--- src/rtl/mem_port_arbiter_pkg.sv ---
// mem_arb_pkg: shared types and constants for the memory-port arbiter.
//   arb_state_t   - arbiter FSM states (idle, core owns port, aux owns port)
//   MEM_AW/DW/SW  - native memory port address, data and strobe widths
//   TIMEOUT_RDATA - read data returned to a master on a forced completion
package mem_arb_pkg;

  localparam int unsigned MEM_AW = 32;
  localparam int unsigned MEM_DW = 32;
  localparam int unsigned MEM_SW = 4;

  localparam logic [MEM_DW-1:0] TIMEOUT_RDATA = 32'h0;

  typedef enum logic [1:0] {
    IDLE  = 2'd0,
    BUSY0 = 2'd1,
    BUSY1 = 2'd2
  } arb_state_t;

endpackage

--- src/rtl/mem_port_arbiter_if.sv ---
// mem_port_arbiter_if: native memory port bundle (valid/ready handshake).
//   valid, instr, addr, wdata, wstrb - request, driven by the master side
//   ready, rdata                     - response, driven by the slave side
// Modports:
//   master - the requesting side (core, aux master, or arbiter towards memory)
//   slave  - the responding side (memory, or arbiter towards a requester)
interface mem_port_arbiter_if;
  import mem_arb_pkg::*;

  logic              valid;
  logic              instr;
  logic [MEM_AW-1:0] addr;
  logic [MEM_DW-1:0] wdata;
  logic [MEM_SW-1:0] wstrb;
  logic              ready;
  logic [MEM_DW-1:0] rdata;

  modport master (
    output valid, instr, addr, wdata, wstrb,
    input  ready, rdata
  );

  modport slave (
    input  valid, instr, addr, wdata, wstrb,
    output ready, rdata
  );

endinterface

--- src/rtl/mem_port_arbiter_timeout.sv ---
// mem_arb_timeout: bus watchdog counter.
//   clk, rst   - clock, asynchronous active-high reset
//   start      - a new transaction begins next cycle (clears the counter)
//   busy       - a transaction is in progress this cycle
//   mem_ready  - memory completed the access this cycle
//   expire     - this cycle is the last allowed cycle without mem_ready
// TIMEOUT_CYCLES = 0 removes the counter and expire stays low.
module mem_arb_timeout #(
  parameter int unsigned TIMEOUT_CYCLES = 1024
) (
  input  logic clk,
  input  logic rst,
  input  logic start,
  input  logic busy,
  input  logic mem_ready,
  output logic expire
);

  generate
    if (TIMEOUT_CYCLES == 0) begin : g_off
      logic unused_inputs;
      assign unused_inputs = ^{clk, rst, start, busy, mem_ready};
      assign expire = 1'b0;
    end else begin : g_on
      localparam int unsigned TO_W = $clog2(TIMEOUT_CYCLES + 1);
      localparam logic [TO_W-1:0] LAST = TO_W'(TIMEOUT_CYCLES - 1);

      logic [TO_W-1:0] tc;

      always_ff @(posedge clk or posedge rst) begin
        if (rst) begin
          tc <= '0;
        end else if (start) begin
          tc <= '0;
        end else if (busy && !mem_ready) begin
          tc <= tc + 1'b1;
        end
      end

      assign expire = busy && !mem_ready && (tc == LAST);
    end
  endgenerate

endmodule

--- src/rtl/mem_port_arbiter.sv ---
// mem_port_arbiter: round-robin arbiter sharing one native memory port
// between the core (m0) and an auxiliary master (m1), with a bus watchdog.
//   clk, reset - clock, asynchronous active-high reset
//   m0, m1     - requester ports (arbiter is the responding side)
//   mem        - shared memory port (arbiter is the requesting side)
//   grant      - current / last owner of the port (0 = core)
//   bus_err    - sticky flag, set when the watchdog forces a completion
//   err_clear  - synchronous clear of bus_err (a same-cycle timeout wins)
module mem_port_arbiter
  import mem_arb_pkg::*;
#(
  parameter int unsigned TIMEOUT_CYCLES = 1024
) (
  input  logic                      clk,
  input  logic                      reset,
  mem_port_arbiter_if.slave         m0,
  mem_port_arbiter_if.slave         m1,
  mem_port_arbiter_if.master        mem,
  output logic                      grant,
  output logic                      bus_err,
  input  logic                      err_clear
);

  arb_state_t state;
  arb_state_t state_nx;
  logic       lp;
  logic       busy;
  logic       expire;
  logic       done;
  logic       start;

  assign busy = (state != IDLE);
  assign done = busy && (mem.ready || expire);
  // Entry into a BUSY state, either from IDLE or as a back-to-back handover.
  assign start = (state_nx != IDLE) && ((state == IDLE) || done);

  mem_arb_timeout #(
    .TIMEOUT_CYCLES(TIMEOUT_CYCLES)
  ) u_timeout (
    .clk       (clk),
    .rst       (reset),
    .start     (start),
    .busy      (busy),
    .mem_ready (mem.ready),
    .expire    (expire)
  );

  // lp starts at 1 so the core wins the first tie; grant reports 0 out of reset.
  always_ff @(posedge clk or posedge reset) begin
    if (reset) begin
      state   <= IDLE;
      lp      <= 1'b1;
      grant   <= 1'b0;
      bus_err <= 1'b0;
    end else begin
      state <= state_nx;
      if (start) begin
        lp    <= (state_nx == BUSY1);
        grant <= (state_nx == BUSY1);
      end
      if (expire) begin
        bus_err <= 1'b1;
      end else if (err_clear) begin
        bus_err <= 1'b0;
      end
    end
  end

  // On completion the owner's valid still shows the finished request, so
  // control only ever passes to the other master or back to IDLE.
  always_comb begin
    state_nx = state;
    case (state)
      IDLE: begin
        if (m0.valid && m1.valid) begin
          state_nx = lp ? BUSY0 : BUSY1;
        end else if (m0.valid) begin
          state_nx = BUSY0;
        end else if (m1.valid) begin
          state_nx = BUSY1;
        end
      end
      BUSY0: begin
        if (done) begin
          state_nx = m1.valid ? BUSY1 : IDLE;
        end
      end
      BUSY1: begin
        if (done) begin
          state_nx = m0.valid ? BUSY0 : IDLE;
        end
      end
      default: state_nx = IDLE;
    endcase
  end

  always_comb begin
    mem.valid = busy;
    mem.instr = m0.instr;
    mem.addr  = m0.addr;
    mem.wdata = m0.wdata;
    mem.wstrb = m0.wstrb;
    if (state == BUSY1) begin
      mem.instr = m1.instr;
      mem.addr  = m1.addr;
      mem.wdata = m1.wdata;
      mem.wstrb = m1.wstrb;
    end

    m0.ready = (state == BUSY0) && (mem.ready || expire);
    m1.ready = (state == BUSY1) && (mem.ready || expire);

    m0.rdata = ((state == BUSY0) && expire) ? TIMEOUT_RDATA : mem.rdata;
    m1.rdata = ((state == BUSY1) && expire) ? TIMEOUT_RDATA : mem.rdata;
  end

endmodule

--- src/flat_wrapper.sv ---
// flat-port wrapper written by rule: the top's interface ports become plain ports
module mem_port_arbiter_flat import mem_arb_pkg::*;
#(
  parameter int unsigned TIMEOUT_CYCLES = 1024
)
  (clk, reset, grant, bus_err, err_clear, m0_valid, m0_instr, m0_addr, m0_wdata, m0_wstrb, m0_ready, m0_rdata, m1_valid, m1_instr, m1_addr, m1_wdata, m1_wstrb, m1_ready, m1_rdata, mem_valid, mem_instr, mem_addr, mem_wdata, mem_wstrb, mem_ready, mem_rdata);
  mem_port_arbiter_if m0_i ();
  mem_port_arbiter_if m1_i ();
  mem_port_arbiter_if mem_i ();
  input  logic clk;
  input  logic reset;
  output logic grant;
  output logic bus_err;
  input  logic err_clear;
  input wire logic [$bits(m0_i.valid)-1:0] m0_valid;
  input wire logic [$bits(m0_i.instr)-1:0] m0_instr;
  input wire logic [$bits(m0_i.addr)-1:0] m0_addr;
  input wire logic [$bits(m0_i.wdata)-1:0] m0_wdata;
  input wire logic [$bits(m0_i.wstrb)-1:0] m0_wstrb;
  output wire logic [$bits(m0_i.ready)-1:0] m0_ready;
  output wire logic [$bits(m0_i.rdata)-1:0] m0_rdata;
  input wire logic [$bits(m1_i.valid)-1:0] m1_valid;
  input wire logic [$bits(m1_i.instr)-1:0] m1_instr;
  input wire logic [$bits(m1_i.addr)-1:0] m1_addr;
  input wire logic [$bits(m1_i.wdata)-1:0] m1_wdata;
  input wire logic [$bits(m1_i.wstrb)-1:0] m1_wstrb;
  output wire logic [$bits(m1_i.ready)-1:0] m1_ready;
  output wire logic [$bits(m1_i.rdata)-1:0] m1_rdata;
  output wire logic [$bits(mem_i.valid)-1:0] mem_valid;
  output wire logic [$bits(mem_i.instr)-1:0] mem_instr;
  output wire logic [$bits(mem_i.addr)-1:0] mem_addr;
  output wire logic [$bits(mem_i.wdata)-1:0] mem_wdata;
  output wire logic [$bits(mem_i.wstrb)-1:0] mem_wstrb;
  input wire logic [$bits(mem_i.ready)-1:0] mem_ready;
  input wire logic [$bits(mem_i.rdata)-1:0] mem_rdata;
  assign m0_i.valid = m0_valid;
  assign m0_i.instr = m0_instr;
  assign m0_i.addr = m0_addr;
  assign m0_i.wdata = m0_wdata;
  assign m0_i.wstrb = m0_wstrb;
  assign m0_ready = m0_i.ready;
  assign m0_rdata = m0_i.rdata;
  assign m1_i.valid = m1_valid;
  assign m1_i.instr = m1_instr;
  assign m1_i.addr = m1_addr;
  assign m1_i.wdata = m1_wdata;
  assign m1_i.wstrb = m1_wstrb;
  assign m1_ready = m1_i.ready;
  assign m1_rdata = m1_i.rdata;
  assign mem_valid = mem_i.valid;
  assign mem_instr = mem_i.instr;
  assign mem_addr = mem_i.addr;
  assign mem_wdata = mem_i.wdata;
  assign mem_wstrb = mem_i.wstrb;
  assign mem_i.ready = mem_ready;
  assign mem_i.rdata = mem_rdata;
  mem_port_arbiter #(.TIMEOUT_CYCLES(TIMEOUT_CYCLES)) u_core (.clk(clk), .reset(reset), .m0(m0_i), .m1(m1_i), .mem(mem_i), .grant(grant), .bus_err(bus_err), .err_clear(err_clear));
endmodule
--- config.mk ---
export PLATFORM = sky130hd
export DESIGN_NAME = mem_port_arbiter_flat
export DESIGN_NICKNAME = d
export VERILOG_FILES = /design/src/rtl/mem_port_arbiter_pkg.sv /design/src/rtl/mem_port_arbiter_if.sv /design/src/rtl/mem_port_arbiter_timeout.sv /design/src/rtl/mem_port_arbiter.sv /design/src/flat_wrapper.sv
export SDC_FILE = /design/constraint.sdc
export NUM_CORES = 1
export LEC_CHECK = 0
export CAP_MARGIN = 30
export CORE_AREA = 2 2 123 125
export CTS_CLUSTER_DIAMETER = 30
export CTS_CLUSTER_SIZE = 40
export DETAILED_ROUTE_END_ITERATION = 16
export DIE_AREA = 0 0 125 127
export MAX_ROUTING_LAYER = met4
export PLACE_DENSITY = 0.66
export SLEW_MARGIN = 0
export SYNTH_ARGS = -nofsm -noshare
export SYNTH_HDL_FRONTEND = slang
export SYNTH_HIERARCHICAL = 1
export SYNTH_SLANG_ARGS = --single-unit
--- constraint.sdc ---
create_clock -name clk -period 9.9 [get_ports clk]
set_input_delay 2.475 -clock clk [delete_from_list [all_inputs] [get_ports clk]]
set_output_delay 2.475 -clock clk [all_outputs]
set_load 0.01 [all_outputs]
Yosys cells after proc, flatten, opt, wreduce, memory -nomap -nowiden
Index checks and enable logic that the tools add are counted.
{"block": "classes", "n_addsub": 1, "n_eq_ne": 4, "mux": 19, "reduce_logical": 17}
{"operator": "$mux W32", "n": 4}
{"operator": "$mux W11", "n": 2}
{"operator": "$mux W2", "n": 7}
{"operator": "$add A11 B1 Y11 const B", "n": 1}
{"operator": "$eq A11 B10 Y1 const B", "n": 1}
{"operator": "$logic_and A1 B1 Y1", "n": 9}
{"operator": "$reduce_bool A2 Y1", "n": 4}
{"operator": "$pmux W2 S3", "n": 1}
{"operator": "$eq A2 B2 Y1 const B", "n": 2}
{"operator": "$mux W1", "n": 4}
{"operator": "$mux W4", "n": 1}
{"operator": "$eq A2 B1 Y1 const B", "n": 1}
{"operator": "$logic_not A2 Y1", "n": 1}
{"operator": "$logic_or A1 B1 Y1", "n": 2}
{"operator": "$logic_not A1 Y1", "n": 1}
{"block": "totals", "reg_bits": 16, "inputBits": 176, "output_inout_bits": 138}

Depth between registers and ports, before layout
Gate-level depths: netlist (run 1).
{"block": "logic_depth", "ltp_word": 10, "ltp_mapped": 10, "depth_no_buf": 9}

By module
Netlist (run 1), hierarchy kept.
{"module": "mem_port_arbiter", "instances": 1, "cells_each": 184, "area_each_um2": 1594.0, "seq_area_each_um2": 126.4}
{"module": "mem_arb_timeout", "instances": 1, "cells_each": 58, "area_each_um2": 570.5, "seq_area_each_um2": 275.3}

Worst setup path before layout (run 1)
No wires, ideal clock.
{"block": "synth_timing", "path_kind": "in2out", "from": "input mem_ready", "to": "output m0_rdata[10]", "t_arrival_ps": 4166, "setup_slack_ps": 3259, "cell_stages": 6, "n_path_buf": 1, "path_cell_list": "nand3b_2 > or3_1 > nor3_1 > nand3_1 > clkbuf_1 > and2_1"}
{"block": "synth_between", "elab_chain_len": 5}
{"element": "start: declaration", "line_no": "flat_wrapper.sv:34", "text": "input wire logic [$bits(mem_i.ready)-1:0] mem_ready;"}
{"element": "$logic_not A1 Y1", "line_no": "mem_port_arbiter_timeout.sv:40", "text": "assign expire = busy && !mem_ready && (tc == LAST);"}
{"element": "$logic_and A1 B1 Y1 (2 in series)", "line_no": "mem_port_arbiter_timeout.sv:40"}
{"element": "net u_core.expire", "line_no": "mem_port_arbiter.sv:28", "text": "logic expire;"}
{"element": "$logic_and A1 B1 Y1", "line_no": "mem_port_arbiter.sv:113", "text": "m0.rdata = ((state == BUSY0) && expire) ? TIMEOUT_RDATA : mem.rdata;"}
{"element": "$mux W32", "line_no": "mem_port_arbiter.sv:113"}
{"element": "end: declaration", "line_no": "flat_wrapper.sv:21", "text": "output wire logic [$bits(m0_i.rdata)-1:0] m0_rdata;"}
The timed path passes the listed nets, and every way through them passes these cells.

Final worst setup path (run 1)
{"block": "layout_timing", "from": "input mem_ready", "to": "output m0_rdata[25]"}
Same word-level chain as after synthesis.

==> flow_summary.ini, run 1 <==
[route]
wl_per_cell_um = 18.2
postRouteAntennaNets = 0
dr.pass1.iters = 4
drc = 0
initialDrtViolationCount = 57
viasPerCell = 4.13
vias = 3012
postRouteWirelength_mm = 13.3

[setup_path]
path_class = in -> out
cp-end-kind = output pin
worstPathRequired_ns = 7.43
crit_arrival_ns = 6.08
critPathLaunchType = input pin
crit_path_max_fanout = 32

[power_and_ir_drop]
power_frac_comb = 0.787
pwr-share-seq = 0.112
power.switching_mw = 0.334
p_per_area_nw_per_um2 = 155
clock_power_share = 0.101
peakVddDrop_v = 0.0000785
intPower_mw = 0.532
leakage_nw = 2.11
power_switching_share = 0.386

[final_layout]
final_area_um2 = 5580
num-nets-final = 723
layout_commonest_cell = clkdlybuf4s50_1
fill_cells = 1408
num_antenna_cells = 0
layout.cells.non_filler = 729
layout-area-overhead-vs-synth_pct = 158
final_layout_size_suffix_gt1_frac = 0.0330
most-common-layout-cells = clkdlybuf4s50_1 (313), mux2_1 (69), and2_1 (64), dfrtp_1 (15)
fin_util = 0.387

[die]
start_util = 0.150
coreArea_um2 = 14400
die_y_um = 127
fp.dieW_um = 125
die-area_um2 = 15900
fp-row-count = 44
io-pin-count = 314

[global_route]
grt_pass1_wl_mm = 19.3
grt_use_met3 = 0.0352
grt.met2_usage = 0.275
track_usage = 0.159
grt_pass1_vias = 3205
antenna_found_initial = 0
grt_use_met1 = 0.195
busiest_layer = met2
overflow = 0
grt_max_degree = 71

[synthesis]
synth_top_area_share = 0.359
yosys.area.top_type = mux2_1
synthTopCellsByArea = mux2_1 (36%), and2_1 (18%), dfrtp_1 (17%), a21oi_1 (2.1%), buf_2 (1.8%)
ys_seq_elements = 16
synthArstFlopShare = 1.00
syn_inst = 242
ys.flop_type = dfrtp_1
synth_edf_count = 0
seq_area_frac_synth = 0.186
synthesis.nets = 419
synth_area_per_cell_um2 = 8.94
synth_area_um2 = 2160
yosysWarnings = 6
synth.distinct_cells = 42

[clocking]
clk_pin_slew_ns = 0.05
cts_buffer_depth = 2
cts_resized = 0
htree_levels = 1
cts-hold-fix-buffers = 0
postCtsSetupBuffers = 0
tritoncts = done
numCtsBuffers = 3
clock_sinks = 16
cts.root.buffer_cell = clkbuf_16
clock_latency_ns = 0.25

[timing]
clock_skew_ns = 0.00354
hold_violations = 0
slew_violations = 0
slew-limit-headroom = 0.384
rsz0062_at_grt = false
hold_ws_ns = 0.514
tightestPinTransition_ns = 0.921
finalSetupTns_ns = 0
fin_crit_sh = 0.864
fmax_ghz = 0.117
period_minus_slack_ns = 8.56
setup_viol = 0

[flow_run]
max_cap_viol_count = 0

[worst_hold_path]
hold_class = reg -> reg

[placed_design]
io_buffers = 313
postPlaceCellArea_um2 = 5460
placed_cells = 724
gp_congestion = 0.926
dp_hpwl_mm = 11.3

[status]
status = completed
==> cell type report <==
type / instances / area [um2] / share of cell area
flip-flops and latches: 16 / 402 / 0.0720
clock buffers: 4 / 88.8 / 0.0159
inverters: 6 / 22.5 / 0.00404
well taps: 184 / 230 / 0.0413
multi-input cells: 204 / 1670 / 0.299
repair buffers: 315 / 3170 / 0.567
==> metal layers <==
layer	vias up	wire length [um]
met1	1355	5600
li1	1459	-
met3	13	1080
met5	-	0
met4	0	175
met2	185	6440
==> worst max-delay path: stages <==
cell	delay, ns
clkdlybuf4s50_1	0.50
nand3b_2	0.34
or3_1	0.40
nor3_1	0.57
nand3_1	0.84
and2_1	0.47
clkdlybuf4s50_1	0.48
==> worst paths after layout <==
kind	from	depth (start not counted)	endpoint	slack, ns
hold / removal	u_core/bus_err$_DFFE_PP0P_	1	u_core/bus_err$_DFFE_PP0P_	0.51
min in group asynchronous	reset	2	u_core/bus_err$_DFFE_PP0P_	2.47
max in group asynchronous	reset	2	u_core/u_timeout/g_on.tc[6]$_DFFE_PP0P_	7.04
setup / recovery	mem_ready	7	m0_rdata[25]	1.34
setup reg to reg	u_core/state[1]$_DFF_PP0_	10	u_core/u_timeout/g_on.tc[10]$_DFFE_PP0P_	6.47
hold reg to reg	u_core/bus_err$_DFFE_PP0P_	1	u_core/bus_err$_DFFE_PP0P_	0.51
==> registers in the layout (all words and copies together) (netlist names) <==
signal,count
u_core/u_timeout/g_on.tc,11
u_core/state,2
u_core/bus_err,1
u_core/grant,1
u_core/lp,1
==> kinds of logic after synthesis <==
kind of cell | Yosys count | share of synthesized area
AO/OA/AOI/OAI | 24 | 0.0792
XOR/XNOR | 2 | 0.00809
adder cells (fa/ha/maj) | 1 | 0.00578
buffers and inverters | 22 | 0.0462
flip-flops | 16 | 0.186
multiplexers | 71 | 0.369
AND/OR/NAND/NOR | 106 | 0.306
==> cell usage after synthesis (2+ instances only) <==
cell type and n:
a21oi_1 9, and2_1 64, buf_2 8, clkbuf_1 7, dfrtp_1 15, inv_1 4, inv_2 2, mux2_1 69
nand2_1 4, nand3_1 3, nand4_1 3, nor2_1 9, nor3_1 2, o21ai_0 6, o31ai_1 3, or3_1 5
or4_1 3, xnor2_1 2
==> power groups by stage <==
stage | combinational [mW] | clock, mW | sequential [mW]
after floorplan | 0.311 | 0 | 0.0890
final | 0.682 | 0.0875 | 0.0971
after CTS | 0.682 | 0.0883 | 0.0966
after global placement | 0.671 | 0 | 0.0970
after global routing | 0.722 | 0.0924 | 0.0992
after detailed placement | 0.675 | 0 | 0.0976
==> stage by stage <==
step | power [mW] | worst slack, ns
6_report | 0.867 | 1.34
5_1_grt | 0.914 | 1.04
4_1_cts | 0.867 | 1.30
2_1_floorplan | 0.400 | 3.26
3_5_place_dp | 0.772 | 1.27
3_3_place_gp | 0.768 | 1.49
Note: power is estimated with default switching activity, not from simulation.
==> run 2: changes to the inputs <==
Settings changed: SKIP_CTS_REPAIR_TIMING from default to 1.
==> results of run 2 <==
No change in the layout: final DEF, timing and power equal those of run 1.
==> run 3: changes to the inputs <==
Settings changed: CORE_AREA 2 2 123 125 to 2 2 122 124, DIE_AREA 0 0 125 127 to 0 0 124 126, PLACE_DENSITY 0.66 to 0.69.
Clock period 9.9 ns to 7.05 ns, I/O delays scaled along.
==> run 3 against run 2 <==
Effect of this change: total power is 39% higher; via count rose by 0.93%; die area shrank 1.6%; wire length is 0.50% higher; clock power increased by 39%; count of clock-buffer cells in the layout unchanged; sequential cell count stayed put; combinational power up 39%; first-iteration DRC count is 82% higher; global-route usage is 0.10 points lower; final area decreased by 0.18%; critical path type unchanged; critical endpoint is now m1_rdata[16]; largest cell class unchanged; highest routed layer unchanged.
==> flow_summary.ini, run 3 (synthesis results as in run 1) <==
[route]
viasPerCell = 4.16
initialDrtViolationCount = 104
drc = 0
dr.pass1.iters = 4
wl_per_cell_um = 18.3
vias = 3040
postRouteWirelength_mm = 13.4
postRouteAntennaNets = 0

[power_and_ir_drop]
p_per_area_nw_per_um2 = 216
peakVddDrop_v = 0.000180
leakage_nw = 2.10

[timing]
period_minus_slack_ns = 6.46
tightestPinTransition_ns = 0.979
slew-limit-headroom = 0.348
finalSetupTns_ns = 0
fin_crit_sh = 0.916
setup_viol = 0
rsz0062_at_grt = false
fmax_ghz = 0.155
clock_skew_ns = 0.00462
hold_violations = 0
slew_violations = 0

[setup_path]
critPathLaunchType = input pin
crit_path_max_fanout = 32
reg2reg_depth = 10
path_class = in -> out
worstPathRequired_ns = 5.29
crit_arrival_ns = 4.69
cp-end-kind = output pin

[global_route]
grt_pass1_wl_mm = 17.9
track_usage = 0.158
overflow = 0
grt_pass1_vias = 3063
antenna_found_initial = 0
grt_max_degree = 71

[placed_design]
placed_cells = 726
dp_hpwl_mm = 11.3
postPlaceCellArea_um2 = 5480
gp_congestion = 0.871
io_buffers = 313

[status]
status = completed

[final_layout]
reg.largest.list = u_core/u_timeout/g_on.tc (11), u_core/state (2)
seqCellArea_um2 = 402
layout-area-overhead-vs-synth_pct = 157
largest_reg_flops = 11
num_antenna_cells = 0
regMostFlops = u_core/u_timeout/g_on.tc
final_area_um2 = 5570
layout_commonest_cell = clkdlybuf4s50_1
layout.cells.non_filler = 730
fill_cells = 1416
multi_input_area_um2 = 1670
final_layout_size_suffix_gt1_frac = 0.0348
most-common-layout-cells = clkdlybuf4s50_1 (313), mux2_1 (69), and2_1 (64), dfrtp_1 (15)
num-nets-final = 724

[worst_hold_path]
worstHoldPathCells = 1
hold_class = reg -> reg

[clocking]
cts_buffer_depth = 2
tritoncts = done
clock_sinks = 16
clock_latency_ns = 0.25
htree_levels = 1
clk_pin_slew_ns = 0.05
numCtsBuffers = 3
cts.root.buffer_cell = clkbuf_16

[die]
fp.dieW_um = 124
die_y_um = 126
io-pin-count = 314
die-area_um2 = 15600
coreArea_um2 = 14300
start_util = 0.151
fp-row-count = 44

[flow_run]
max_cap_viol_count = 0
run 3: changes by cell type in the layout (fill, tap and decap cells not counted), sizes merged:
| cell | before | now |
|---|---|---|
| buf | 2 | 3 |
run 3: per-layer routing:
metal | routed length (um) | part of all wire | track usage | up-vias
met2 | 6350 | 0.48 | 0.273 | 176
li1 | - | - | - | 1455
met5 | 0 | 0 | - | -
met1 | 5290 | 0.40 | 0.183 | 1403
met3 | 1620 | 0.12 | 0.0534 | 6
met4 | 96 | 0.0072 | 0.0198 | 0
run 3: cell type report:
cell class              count  area share
multi-input cells         204       0.300
flip-flops and latches     16      0.0721
well taps                 184      0.0413
clock buffers               4      0.0160
inverters                   6     0.00404
repair buffers            316       0.567
run 3: where the power goes:
group / switching (mW) / internal [mW]
Combinational: 0.406 / 0.539
Clock: 0.0358 / 0.0862
Sequential: 0.0277 / 0.110
Total: 0.470 / 0.735
run 3: path summary, 6_finish.rpt:
| kind | start | end | slack, ns |
|---|---|---|---|
| worst max-delay path | mem_ready | m1_rdata[16] | 0.59 |
| worst min-delay path | u_core/bus_err$_DFFE_PP0P_ | u_core/bus_err$_DFFE_PP0P_ | 0.51 |
| worst max register to register | u_core/state[1]$_DFF_PP0_ | u_core/u_timeout/g_on.tc[10]$_DFFE_PP0P_ | 3.84 |
| worst min register to register | u_core/bus_err$_DFFE_PP0P_ | u_core/bus_err$_DFFE_PP0P_ | 0.51 |
| max in group asynchronous | reset | u_core/u_timeout/g_on.tc[5]$_DFFE_PP0P_ | 4.89 |
| min in group asynchronous | reset | u_core/grant$_DFFE_PP0P_ | 1.79 |
run 3: stage by stage:
| step | hold WS [ns] | worst slack, ns | utilization | power [mW] |
|---|---|---|---|---|
| 2_1_floorplan | 0.518 | 1.83 | - | 0.562 |
| 3_3_place_gp | 0.514 | 0.684 | 0.383 | 1.09 |
| 3_5_place_dp | 0.485 | 0.613 | 0.383 | 1.10 |
| 4_1_cts | 0.506 | 0.594 | 0.389 | 1.23 |
| 5_1_grt | 0.520 | 0.339 | 0.389 | 1.28 |
| 6_report | 0.506 | 0.593 | 0.389 | 1.20 |
run 3: critical path, stage by stage:
cell,delay [ns]
clkdlybuf4s50_1,0.51
nand3b_2,0.34
or3_1,0.40
nor3_1,0.58
nand3_1,0.14
buf_4,0.26
and2_1,0.19
clkdlybuf4s50_1,0.50
